--- config.mk ---
export PLATFORM = sky130hd
export DESIGN_NAME = mdr_mem_interface
export DESIGN_NICKNAME = d
export VERILOG_FILES = /design/src/rtl/mdr_mem_interface.sv
export SDC_FILE = /design/constraint.sdc
export NUM_CORES = 1
export LEC_CHECK = 0
export ABC_AREA = 1
export CAP_MARGIN = 20
export CORE_UTILIZATION = 34
export DETAILED_ROUTE_END_ITERATION = 10
export PLACE_DENSITY = 0.76
export SLEW_MARGIN = 20
export SYNTH_ARGS = -nofsm -noshare
export SYNTH_HDL_FRONTEND = slang
export SYNTH_SLANG_ARGS = --single-unit
--- constraint.sdc ---
create_clock -name clk -period 1.3 [get_ports clk]
set_clock_uncertainty 0.05 [all_clocks]
set_input_delay 0.26 -clock clk [delete_from_list [all_inputs] [get_ports clk]]
set_output_delay 0.26 -clock clk [all_outputs]
set_load 0.03 [all_outputs]
--- src/rtl/mdr_mem_interface.sv ---
// MAR/MDR memory interface: single-word read/write over a req/ack handshake. Latency: req after the Read/Write edge, done one cycle after the ack edge.
// Backpressure: Read/Write/MARin/MDRin are ignored while busy. Optional MEM_TIMEOUT_EN aborts a transaction after TIMEOUT edges without ack.
module mdr_mem_interface #(
    parameter int DATA_W  = 32,
    parameter int ADDR_W  = 9,
    parameter int TIMEOUT = 15
) (
    input  logic              clk,
    input  logic              clr,
    input  logic [DATA_W-1:0] BusMuxOut,
    input  logic              MARin,
    input  logic              MDRin,
    input  logic              Read,
    input  logic              Write,
    output logic [DATA_W-1:0] BusMuxIn_MDR,
    output logic [ADDR_W-1:0] mem_addr,
    output logic [DATA_W-1:0] mem_wdata,
    output logic              mem_req,
    output logic              mem_we,
    input  logic [DATA_W-1:0] mem_rdata,
    input  logic              mem_ack,
    output logic              busy,
    output logic              done,
    output logic              err
);

    typedef enum logic [1:0] {
        S_IDLE = 2'd0,
        S_RD   = 2'd1,
        S_WR   = 2'd2
    } state_t;

    state_t              r_state;
    state_t              w_state_nxt;
    logic [ADDR_W-1:0]   r_mar;
    logic [DATA_W-1:0]   r_mdr;
    logic                r_done;
    logic                w_done_nxt;
    logic                w_accept;
    logic                w_timeout;
    logic                w_busy;

    assign w_busy = (r_state != S_IDLE);

`ifdef MEM_TIMEOUT_EN
    localparam int CNT_W = (TIMEOUT < 2) ? 1 : $clog2(TIMEOUT);

    logic [CNT_W-1:0] r_cnt;
    logic             r_err;

    // r_cnt holds the number of ack-less edges already spent in RD/WR
    assign w_timeout = w_busy && (r_cnt == CNT_W'(TIMEOUT - 1));

    always_ff @(posedge clk or negedge clr) begin
        if (!clr) begin
            r_cnt <= '0;
            r_err <= 1'b0;
        end else begin
            if (!w_busy) begin
                r_cnt <= '0;
            end else begin
                r_cnt <= r_cnt + CNT_W'(1);
            end
            if (w_accept) begin
                r_err <= 1'b0;
            end else if (w_timeout && !mem_ack) begin
                r_err <= 1'b1;
            end
        end
    end

    assign err = r_err;
`else
    assign w_timeout = 1'b0;
    assign err       = 1'b0;
`endif

    always_comb begin
        w_state_nxt = r_state;
        w_done_nxt  = 1'b0;
        w_accept    = 1'b0;
        case (r_state)
            S_IDLE: begin
                if (Read) begin
                    w_state_nxt = S_RD;
                    w_accept    = 1'b1;
                end else if (Write) begin
                    w_state_nxt = S_WR;
                    w_accept    = 1'b1;
                end
            end
            S_RD, S_WR: begin
                if (mem_ack || w_timeout) begin
                    w_state_nxt = S_IDLE;
                    w_done_nxt  = 1'b1;
                end
            end
            default: begin
                w_state_nxt = S_IDLE;
            end
        endcase
    end

    always_ff @(posedge clk or negedge clr) begin
        if (!clr) begin
            r_state <= S_IDLE;
            r_mar   <= '0;
            r_mdr   <= '0;
            r_done  <= 1'b0;
        end else begin
            r_state <= w_state_nxt;
            r_done  <= w_done_nxt;
            // Loads in IDLE land on the same edge that accepts Read/Write,
            // so the transaction sees the freshly loaded MAR/MDR.
            if (r_state == S_IDLE) begin
                if (MARin) begin
                    r_mar <= BusMuxOut[ADDR_W-1:0];
                end
                if (MDRin) begin
                    r_mdr <= BusMuxOut;
                end
            end else if (r_state == S_RD && mem_ack) begin
                r_mdr <= mem_rdata;
            end
        end
    end

    assign busy         = w_busy;
    assign mem_req      = w_busy;
    assign mem_we       = (r_state == S_WR);
    assign mem_addr     = r_mar;
    assign mem_wdata    = r_mdr;
    assign BusMuxIn_MDR = r_mdr;
    assign done         = r_done;

endmodule

## Word level (Yosys, flattened, before mapping)

Index checks and enable logic that the tools add are counted.

- Word-level logic and storage cells: 26
- Flip-flop bits (word level): 44

- Reduce and logical (&&, ||, !) cells: 8
- Mux-type cells: 9
- Eq/ne operators: 5

Operators with widths:

| kind | number |
|---|---|
| 32-bit 2-to-1 mux | 3 |
| 2-bit 2-to-1 mux | 3 |
| 2-bit AND reduction | 3 |
| 2-bit inequality test (second input constant) | 2 |
| 2-bit one-hot mux with 2 select lines | 1 |
| 2-bit nonzero test | 2 |
| 3-bit inequality test (second input constant) | 1 |
| 2-bit by 1-bit equality test with 1-bit output (second input constant) | 1 |
| 2-bit equality test (second input constant) | 1 |
| 2-bit logical NOT | 1 |
| 1-bit 2-to-1 mux | 2 |
| 2-bit OR reduction | 1 |
| 1-bit logical AND | 1 |

## Logic depth before layout (Yosys ltp)

Gate-level depths: netlist of the first run.

- Depth after elaboration: 4
- Gate-level depth with buffers: 9
- Depth with buffers taken out: 7

## Worst setup path before layout of the first run

Ideal clock, no wire load.

- Kind: register to register
- Start point: register r_state[0]
- End point: register r_mdr[0] (netlist: BusMuxIn_MDR[0])
- Stages on the path, launching flop included: 9
- Path slack: -0.071 ns
- Period minus slack after synthesis: 1.371 ns
- Data arrival time: 1.204 ns
- Setup time: 0.117 ns
- Path through: dfrtp_1 > inv_1 > ha_1 > buf_4 > inv_4 > nand3_4 > buf_2 > nand3_1 > nand2_1

- Word-level cells in the longest chain between the ends: 4

Ends and longest elaborated chain:

| item | RTL line | RTL |
|---|---|---|
| start: declaration | 33 | `state_t r_state;` |
| start signal: assignment | 111 | `r_state <= w_state_nxt;` |
| 2-bit by 1-bit equality test with 1-bit output | 122 | `end else if (r_state == S_RD && mem_ack) begin` |
| 1-bit logical AND | 122 |  |
| 2-bit nonzero test (no source line) | - |  |
| 2-bit AND reduction (no source line) | - |  |
| end signal: assignment | 120 | `r_mdr <= BusMuxOut;` |
| end signal: assignment | 123 | `r_mdr <= mem_rdata;` |
| end: declaration | 36 | `logic [DATA_W-1:0] r_mdr;` |

Several ways; a longest one is shown, not always the timed one.
A chain may end at the register's enable or synchronous reset.

## Final worst setup path of the first run

- Start point: register r_state[0]
- End point: output mem_req

- Word-level cells in the longest chain between the ends: 1

Ends and longest elaborated chain:

| item | RTL line | RTL |
|---|---|---|
| 2-bit nonzero test | 43 | `assign w_busy = (r_state != S_IDLE);` |
| end: declaration | 18 | `output logic mem_req,` |

Every way passes these cells.

==> results by stage, run 1 <==
Global route:
- The wire length of the first global-routing pass is 10.3 mm.
- The total track usage is 17.0%.
- The largest net degree at the start of global routing is 45.
- The initial antenna violation count came to 0.
- The total overflow reported by the global router is 0.
- The number of global-route vias before repair is 2239.

Clocking:
- The clock net in this run drives a total of 44 sinks.
- The insertion delay of the later-clocked pin in the worst-skew pair is 0.29 ns.
- In this run the number of H-tree levels came out at 2.
- The CTS tree is yes.
- The clock root buffer master is sky130_fd_sc_hd__clkbuf_8.
- The number of buffers created by CTS is 5.
- After clock tree synthesis, the clock-pin slew on the worst setup and hold paths is 0.08 ns.
- The worst-case clock buffer depth is 2.

Worst setup path:
- The required time at the endpoint of the critical path is 0.99 ns.
- Across all register-to-register paths, the minimum setup slack is -0.14 ns.
- In this run the critical register-to-register path is launched from r_state[1].
- At the worst endpoint, the arrival time is 1.13 ns.
- STA classifies the critical path startpoint as a flop.
- Counting both buffers and inverters, the worst setup path holds a total of 3.
- Grouping stages by cell kind, the critical path spends the most delay in flip-flops.
- For this run, the slowest stage of the critical path takes 0.39 ns.
- The maximum net fanout on the critical path is 3.
- The critical path endpoint category is an output pin.
- The critical path in this run is classified as flop to output pin.
- Tracing the worst setup path back leads to its startpoint at r_state[0].
- The critical path goes through inv_2, ha_4, inv_4, buf_6.
- On the critical path, the stage with the largest delay is an instance of sky130_fd_sc_hd__dfrtp_1.

Cells and area:
- The final layout contains 536 nets.
- Compared with the post-synthesis result, the final layout area differs by 61.9%.
- The number of diodes is 0.
- The final cell area excluding filler cells is 4030 µm².
- In the layout the commonest cells are 159 x sky130_fd_sc_hd__nand2_1, 85 x sky130_fd_sc_hd__buf_4, 69 x sky130_fd_sc_hd__clkdlybuf4s50_1, 44 x sky130_fd_sc_hd__dfrtp_1, 29 x sky130_fd_sc_hd__nand3_1.
- The final core utilization is 58.0%.
- The library cell used most frequently in the layout, excluding fill and tap cells, is sky130_fd_sc_hd__nand2_1.
- The fraction of layout cells with a size suffix above 1 is 27.3%.

Route:
- The via count is 2452.
- The final routed wirelength across all metal layers is 6.90 mm.
- The number of optimization iterations in the first detailed-route pass is 4.
- After the first detailed-routing iteration, the DRC count stood at 55.
- Dividing the detail-routed wire length by the instance count gives 12.4 µm.
- The residual DRC count is 0.
- The number of nets with antenna violations after detailed routing is 0.
- In the routed layout, each cell is associated on average with a via count of 4.39.

Run status:
- The run finished, with violations left.
- The final reports fail on setup timing.

Synthesis:
- The synthesized design contains 44 register bits.
- For this run, the number of Yosys warnings is 0.
- The average instance in the mapped netlist occupies 7.43 µm².
- Counting every net in the synthesized netlist gives 410.
- The cell count after synthesis came out at 335.
- The sequential share of the synthesized area is 44.2%.
- The synthesized netlist occupies a cell area of 2490 µm².
- Counting distinct cell types in the post-synthesis netlist gives 16.

STA:
- The minimum setup slack in the final design is -0.144 ns.
- After layout, the minimum clock period comes to 1.44 ns.
- The minimum hold slack is 0.411 ns.
- Setup repair after global routing could not meet its margin everywhere.
- The count of final hold-check violations is 0.
- Setup violations remaining at the end of the flow were counted as 37.
- The maximum clock frequency is 693 MHz.
- Dividing the final minimum period by the clock period gives 111%.
- The number of slew-limit violations in the final report is 0.

Floorplan:
- The floorplan step set the die height to 87.6 µm.
- The initial utilization of the core area, before any placement, comes to 35.8%.
- After floorplanning, the core was divided into 30 placement rows.
- During I/O placement, the number of pins put on the boundary was 149.
- The area enclosed by the die boundary is 7670 µm².
- The core region is 6940 µm².
- The floorplan step set the die width to 87.6 µm.

Power:
- The highest ir drop seen on vdd is 0.00144 V.
- In this run the static leakage power is 2.15 nW.
- For this design the ratio of total power to cell area is 2740 nW/µm².
- The total power consumption of the routed design is 11.0 mW.

Placed design:
- The congestion estimate from routability-driven global placement came to 0.756.
- The detailed-placement wirelength estimate is 5.01 mm.
- Port buffering added 147 buffers.
- The standard cell area after detailed placement is 3680 µm².

Worst hold path:
- In this run the worst hold path is classified as input pin to asynchronous set/reset pin.

Job:
- The count of max-cap constraint violations is 0.
flip-flops by register name (all words and copies together) (netlist names):
name          count
r_state           2
BusMuxIn_MDR     32
done              1
mem_addr          9
logic make-up (layout without fill, tap and decap cells):
family	Yosys count	after routing	synth area share (%)
compound gates	19	19	3.82
fa+ha+maj	4	4	2.01
buf+inv	68	195	17.1
flops	44	44	44.2
other cells	1	1	0.151
simple gates	199	199	32.6
cell usage after synthesis:
cell	instances	area share, %
sky130_fd_sc_hd__buf_2	12	2.4
sky130_fd_sc_hd__buf_4	35	11
sky130_fd_sc_hd__buf_6	3	1.4
sky130_fd_sc_hd__clkbuf_1	1	0.15
sky130_fd_sc_hd__conb_1	1	0.15
sky130_fd_sc_hd__dfrtp_1	44	44
sky130_fd_sc_hd__ha_1	4	2.0
sky130_fd_sc_hd__inv_1	16	2.4
sky130_fd_sc_hd__inv_4	1	0.25
sky130_fd_sc_hd__nand2_1	162	24
sky130_fd_sc_hd__nand2_2	1	0.25
sky130_fd_sc_hd__nand2_4	1	0.45
sky130_fd_sc_hd__nand3_1	33	6.6
sky130_fd_sc_hd__nand3_4	1	0.70
sky130_fd_sc_hd__nor2_1	1	0.15
sky130_fd_sc_hd__o21ai_0	19	3.8
power by group:
| group | total (mW) | leakage [nW] | internal (mW) | switching [mW] |
|---|---|---|---|---|
| sequential | 2.55 | 0.550 | 2.02 | 0.532 |
| clock | 1.03 | 0.0541 | 0.569 | 0.464 |
| combinational | 7.46 | 1.55 | 2.99 | 4.48 |
what timing repair did:
action	4_1_cts	5_1_grt
setup buffers	4	3
resized for setup	8	26
hold buffers	1	0
pin swaps	1	2
endpoints found under the hold margin	44	0
setup endpoints to repair	40	45
gates cloned	0	3
through the flow:
step | TNS [ns] | setup slack, ns | instances
2_1_floorplan | -0.608 | -0.0253 | 335
3_5_place_dp | -5.39 | -0.180 | 539
5_1_grt | -6.93 | -0.211 | 558
4_1_cts | -4.81 | -0.151 | 552
6_report | -4.02 | -0.144 | 558
3_3_place_gp | -5.05 | -0.159 | 539
final timing paths:
path | to | cells past startpoint
max in group asynchronous | BusMuxIn_MDR[19] | 3
worst min register to register | mem_addr[6] | 2
worst max register to register | BusMuxIn_MDR[3] | 8
min in group clk | mem_addr[6] | 2
worst min-delay path | mem_addr[2] | 3
worst max-delay path | mem_req | 4
per-layer routing:
| layer | GRT usage, % | vias to the layer above | part of all wire (%) |
|---|---|---|---|
| met4 | 3.58 | 0 | 0.62 |
| met3 | 3.11 | 4 | 5.2 |
| li1 | - | 1249 | - |
| met1 | 21.4 | 1118 | 43 |
| met2 | 30.7 | 81 | 51 |
| met5 | 0 | - | 0 |
area by class of cell:
| class | instances | area [µm²] |
|---|---|---|
| Timing Repair Buffer | 170 | 1590 |
| Inverter | 17 | 71.3 |
| Clock buffer | 5 | 68.8 |
| Multi-Input combinational cell | 223 | 1040 |
| Sequential cell | 44 | 1100 |
| Fill cell | 637 | 2920 |
| Tap cell | 96 | 120 |
| Clock inverter | 3 | 42.5 |
worst register-to-register path, delay by kind of cell, from the launching register on:
kind | cells | cell delay [ns]
DFF | 1 | 0.39
adders and majority gates | 1 | 0.17
buffers and inverters | 4 | 0.44
and+or+nand+nor | 3 | 0.32
(Power assumes the default switching activity.)
==> run 2, diff against run 1 <==
--- a/config.mk
+++ b/config.mk
@@ -7,9 +7,9 @@
 export LEC_CHECK = 0
 export ABC_AREA = 1
 export CAP_MARGIN = 20
-export CORE_UTILIZATION = 34
+export CORE_UTILIZATION = 38
 export DETAILED_ROUTE_END_ITERATION = 10
-export PLACE_DENSITY = 0.76
+export PLACE_DENSITY = 0.8
 export SLEW_MARGIN = 20
 export SYNTH_ARGS = -nofsm -noshare
 export SYNTH_HDL_FRONTEND = slang
==> constraint.sdc (replaced) <==
create_clock -name clk -period 1.35 [get_ports clk]
set_clock_uncertainty 0.05 [all_clocks]
set_input_delay 0.27 -clock clk [delete_from_list [all_inputs] [get_ports clk]]
set_output_delay 0.27 -clock clk [all_outputs]
set_load 0.03 [all_outputs]
==> run 2 against run 1 <==
- the run still ends with setup timing left
- register-to-register slack better by 0.04 ns
- clock-buffer cell count rose by 2
- sequential share of layout area decreased by 0.56 points
- cell count is 2.5% lower
- critical path depth up 1
- via count grew 3.1%
- clock power increased by 6%
- highest routed layer unchanged
==> results by stage, run 2 (synthesis results as in run 1) <==
Run status:
- The run finished, with violations left.
- The final reports fail on setup timing.

Route:
- The number of nets with antenna violations after detailed routing is 0 (unchanged).
- The average wire length per cell after detail routing is 12.9 µm (+4.3%).
- The number of optimization iterations in the first detailed-route pass is 4 (unchanged).
- The via count is 2528 (+3.1%).
- The final routed wirelength across all metal layers is 7.01 mm (+1.7%).
- The violation count after the first detailed-route iteration is 135 (+150%).
- The residual DRC count is 0 (unchanged).
- The via-per-instance ratio came to 4.65 (+5.8%).

Placed design:
- The detailed-placement wirelength estimate was 5.17 mm (+3.2%).
- The post-place setup slack is -0.144 ns (+0.0360 ns).
- The weighted congestion reported at the end of routability-driven placement was 0.808 (+6.9%).
- The total instance count after detailed placement came to 531 (-1.5%).
- The count of buffers inserted at the top-level ports is 147 (unchanged).

Power:
- The highest ir drop seen on vdd is 0.00137 V (-5.0%).
- The static leakage power is 2.18 nW (+1.1%).
- The switching power total is 5.30 mW (-3.1%).
- The share of power burned in combinational logic is 67.5% (about the same).
- The proportion of power drawn by flip-flops and latches came to 22.5% (-0.6 points).
- The total power consumption of the routed design is 10.8 mW (-1.9%).
- The internal power was 5.53 mW (-0.77%).
- The clock share of power is 10.0% (+0.7 points).
- The power density of the placed cells is 2630 nW/µm² (-3.9%).
- The net switching fraction of the power is 49.0% (-0.59 points).

Clocking:
- The insertion delay of the later-clocked pin in the worst-skew pair is 0.29 ns (about the same).
- The total clock sinks is 44 (unchanged).
- The number of buffers created by CTS is 5 (unchanged).
- TritonCTS built the clock tree.
- The depth of the CTS H-tree is 2 (unchanged).
- The register clock-pin slew on the reported worst setup and hold paths is 0.08 ns (about the same).
- The clock root buffer master is sky130_fd_sc_hd__clkbuf_8.
- The worst-case clock buffer depth is 2 (unchanged).

Cells and area:
- The most common cell after layout, fill and taps aside is sky130_fd_sc_hd__nand2_1.
- In the layout the commonest cells are 153 x sky130_fd_sc_hd__nand2_1, 69 x sky130_fd_sc_hd__clkdlybuf4s50_1, 68 x sky130_fd_sc_hd__buf_4, 44 x sky130_fd_sc_hd__dfrtp_1, 33 x sky130_fd_sc_hd__nand3_1.
- The number of diodes is 0 (unchanged).
- From synthesis to final layout, the design area changed by 65.3%.
- The number of flip-flops in the largest register was 32 (unchanged).
- The final net count came to 541 (+0.93%).
- The filler-free cell count of the finished design was 544 (-2.5%).
- The fraction of layout cells with a size suffix above 1 is 29.6% (+2.3 points).

Floorplan:
- The horizontal die dimension is 82.9 µm (-5.3%).
- The I/O pin total is 149 (unchanged).
- The area enclosed by the die boundary was 6880 µm² (-10%).
- The total core area was 6350 µm² (-8.6%).
- The height of the chip is 82.9 µm (-5.3%).
- The initial core utilization is 39.2% (+3.4 points).
- The number of placement rows was 29 (-3.3%).

Worst setup path:
- The required time at the endpoint of the critical path is 1.03 ns (+0.04 ns).
- The type of the setup path with the least slack is flop to output pin.
- The data arrival at the endpoint of the critical path was 1.17 ns (+0.04 ns).
- The number of cells on the worst reg-to-reg path came to 9 (+1).
- The critical path launch point type is a flop.
- The maximum net fanout on the critical path is 3 (unchanged).
- The worst setup path is captured at an output pin.

Worst hold path:
- The tightest min-delay check is of the input pin to asynchronous set/reset pin type.

Global route:
- The largest net degree at the start of global routing was 45 (unchanged).
- The total track usage is 20.8% (+3.7 points).
- The total overflow reported by the global router came to 0 (unchanged).
- The number of global-route vias before repair came to 2487 (+11%).
- The wire length of the first global-routing pass was 11.7 mm (+14%).
- The initial antenna violation count is 0 (unchanged).

Job:
- The count of max-cap constraint violations is 0 (unchanged).

STA:
- Derived from the worst setup path, the maximum achievable clock frequency is 672 MHz.
- The number of failing setup endpoints in the final timing report is 44 (+19%).
- The number of slew-limit violations in the final report came to 0 (unchanged).
- The count of final hold-check violations came to 0 (unchanged).
- The clock period minus worst slack is 1.49 ns.
- Setup repair after global routing could not meet its margin everywhere.
- The ratio of final minimum period to clock period is 110%.
- The minimum setup slack in the final design came to -0.137 ns (+0.00650 ns).
run 2: worst paths after layout:
kind                                   from               end  slack (ns)
worst max register to register   r_state[1]       mem_addr[7]       -0.10
worst min register to register  mem_addr[3]       mem_addr[3]        0.45
max in group asynchronous               clr   BusMuxIn_MDR[5]        0.61
worst min-delay path                    clr  BusMuxIn_MDR[16]        0.44
min in group clk                mem_addr[3]       mem_addr[3]        0.45
worst max-delay path             r_state[1]           mem_req       -0.14
run 2: final cells by class:
class	instances	area, µm²
Clock buffer	7	96.3
Clock inverter	1	30.0
Fill cell	573	2240
Inverter	17	71.3
Multi-Input combinational cell	223	1050
Sequential cell	44	1100
Tap cell	77	96.3
Timing Repair Buffer	175	1660
run 2: metrics by stage:
step                setup TNS, ns  hold slack, ns  area, µm²  util [%]
floorplan                  -0.245         -0.0756       2500         -
global placement            -3.19           0.214       3810      60.1
detailed placement          -3.74           0.216       3810      60.1
CTS                         -3.14           0.434       4060      63.9
global route                -6.29           0.464       4110      64.8
finish                      -2.72           0.437       4110      64.8
run 2: power groups by stage:
stage / registers [mW] / logic, mW / clock network, mW
after global placement: 2.38 / 6.92 / 0
after global routing: 2.52 / 7.83 / 1.18
after floorplan: 3.52 / 3.55 / 0
after detailed placement: 2.43 / 7.03 / 0
after CTS: 2.41 / 7.21 / 1.11
final: 2.44 / 7.31 / 1.09
run 2: layer usage:
metal / vias up / share of wire, % / global-route usage (%)
met3: 10 / 5.0 / 4.37
li1: 1260 / - / -
met4: 0 / 1.6 / 5.49
met2: 97 / 53 / 36.9
met1: 1161 / 41 / 25.5
met5: - / 0 / 0
run 2: worst max-delay path: stages, from the launching register on:
cell and delay, ns:
sky130_fd_sc_hd__dfrtp_1 0.37, sky130_fd_sc_hd__inv_2 0.05, sky130_fd_sc_hd__buf_6 0.12, sky130_fd_sc_hd__ha_4 0.16, sky130_fd_sc_hd__inv_4 0.05, sky130_fd_sc_hd__buf_6 0.12
run 2: what timing repair did:
action	4_1_cts	5_1_grt
gates resized for setup	75	33
buffers inserted	1	1
endpoints found under the hold margin	44	0
endpoints found under the setup margin	61	55
cloned	1	1
hold buffers	1	0
pin swaps	1	2
==> run 3, diff against run 2 <==
--- a/config.mk
+++ b/config.mk
@@ -8,6 +8,7 @@
 export ABC_AREA = 1
 export CAP_MARGIN = 20
 export CORE_UTILIZATION = 38
+export CTS_CLUSTER_SIZE = 12
 export DETAILED_ROUTE_END_ITERATION = 10
 export PLACE_DENSITY = 0.8
 export SLEW_MARGIN = 20
==> results of run 3 <==
Same layout as run 2: the final DEF is identical, and so are final timing and power.
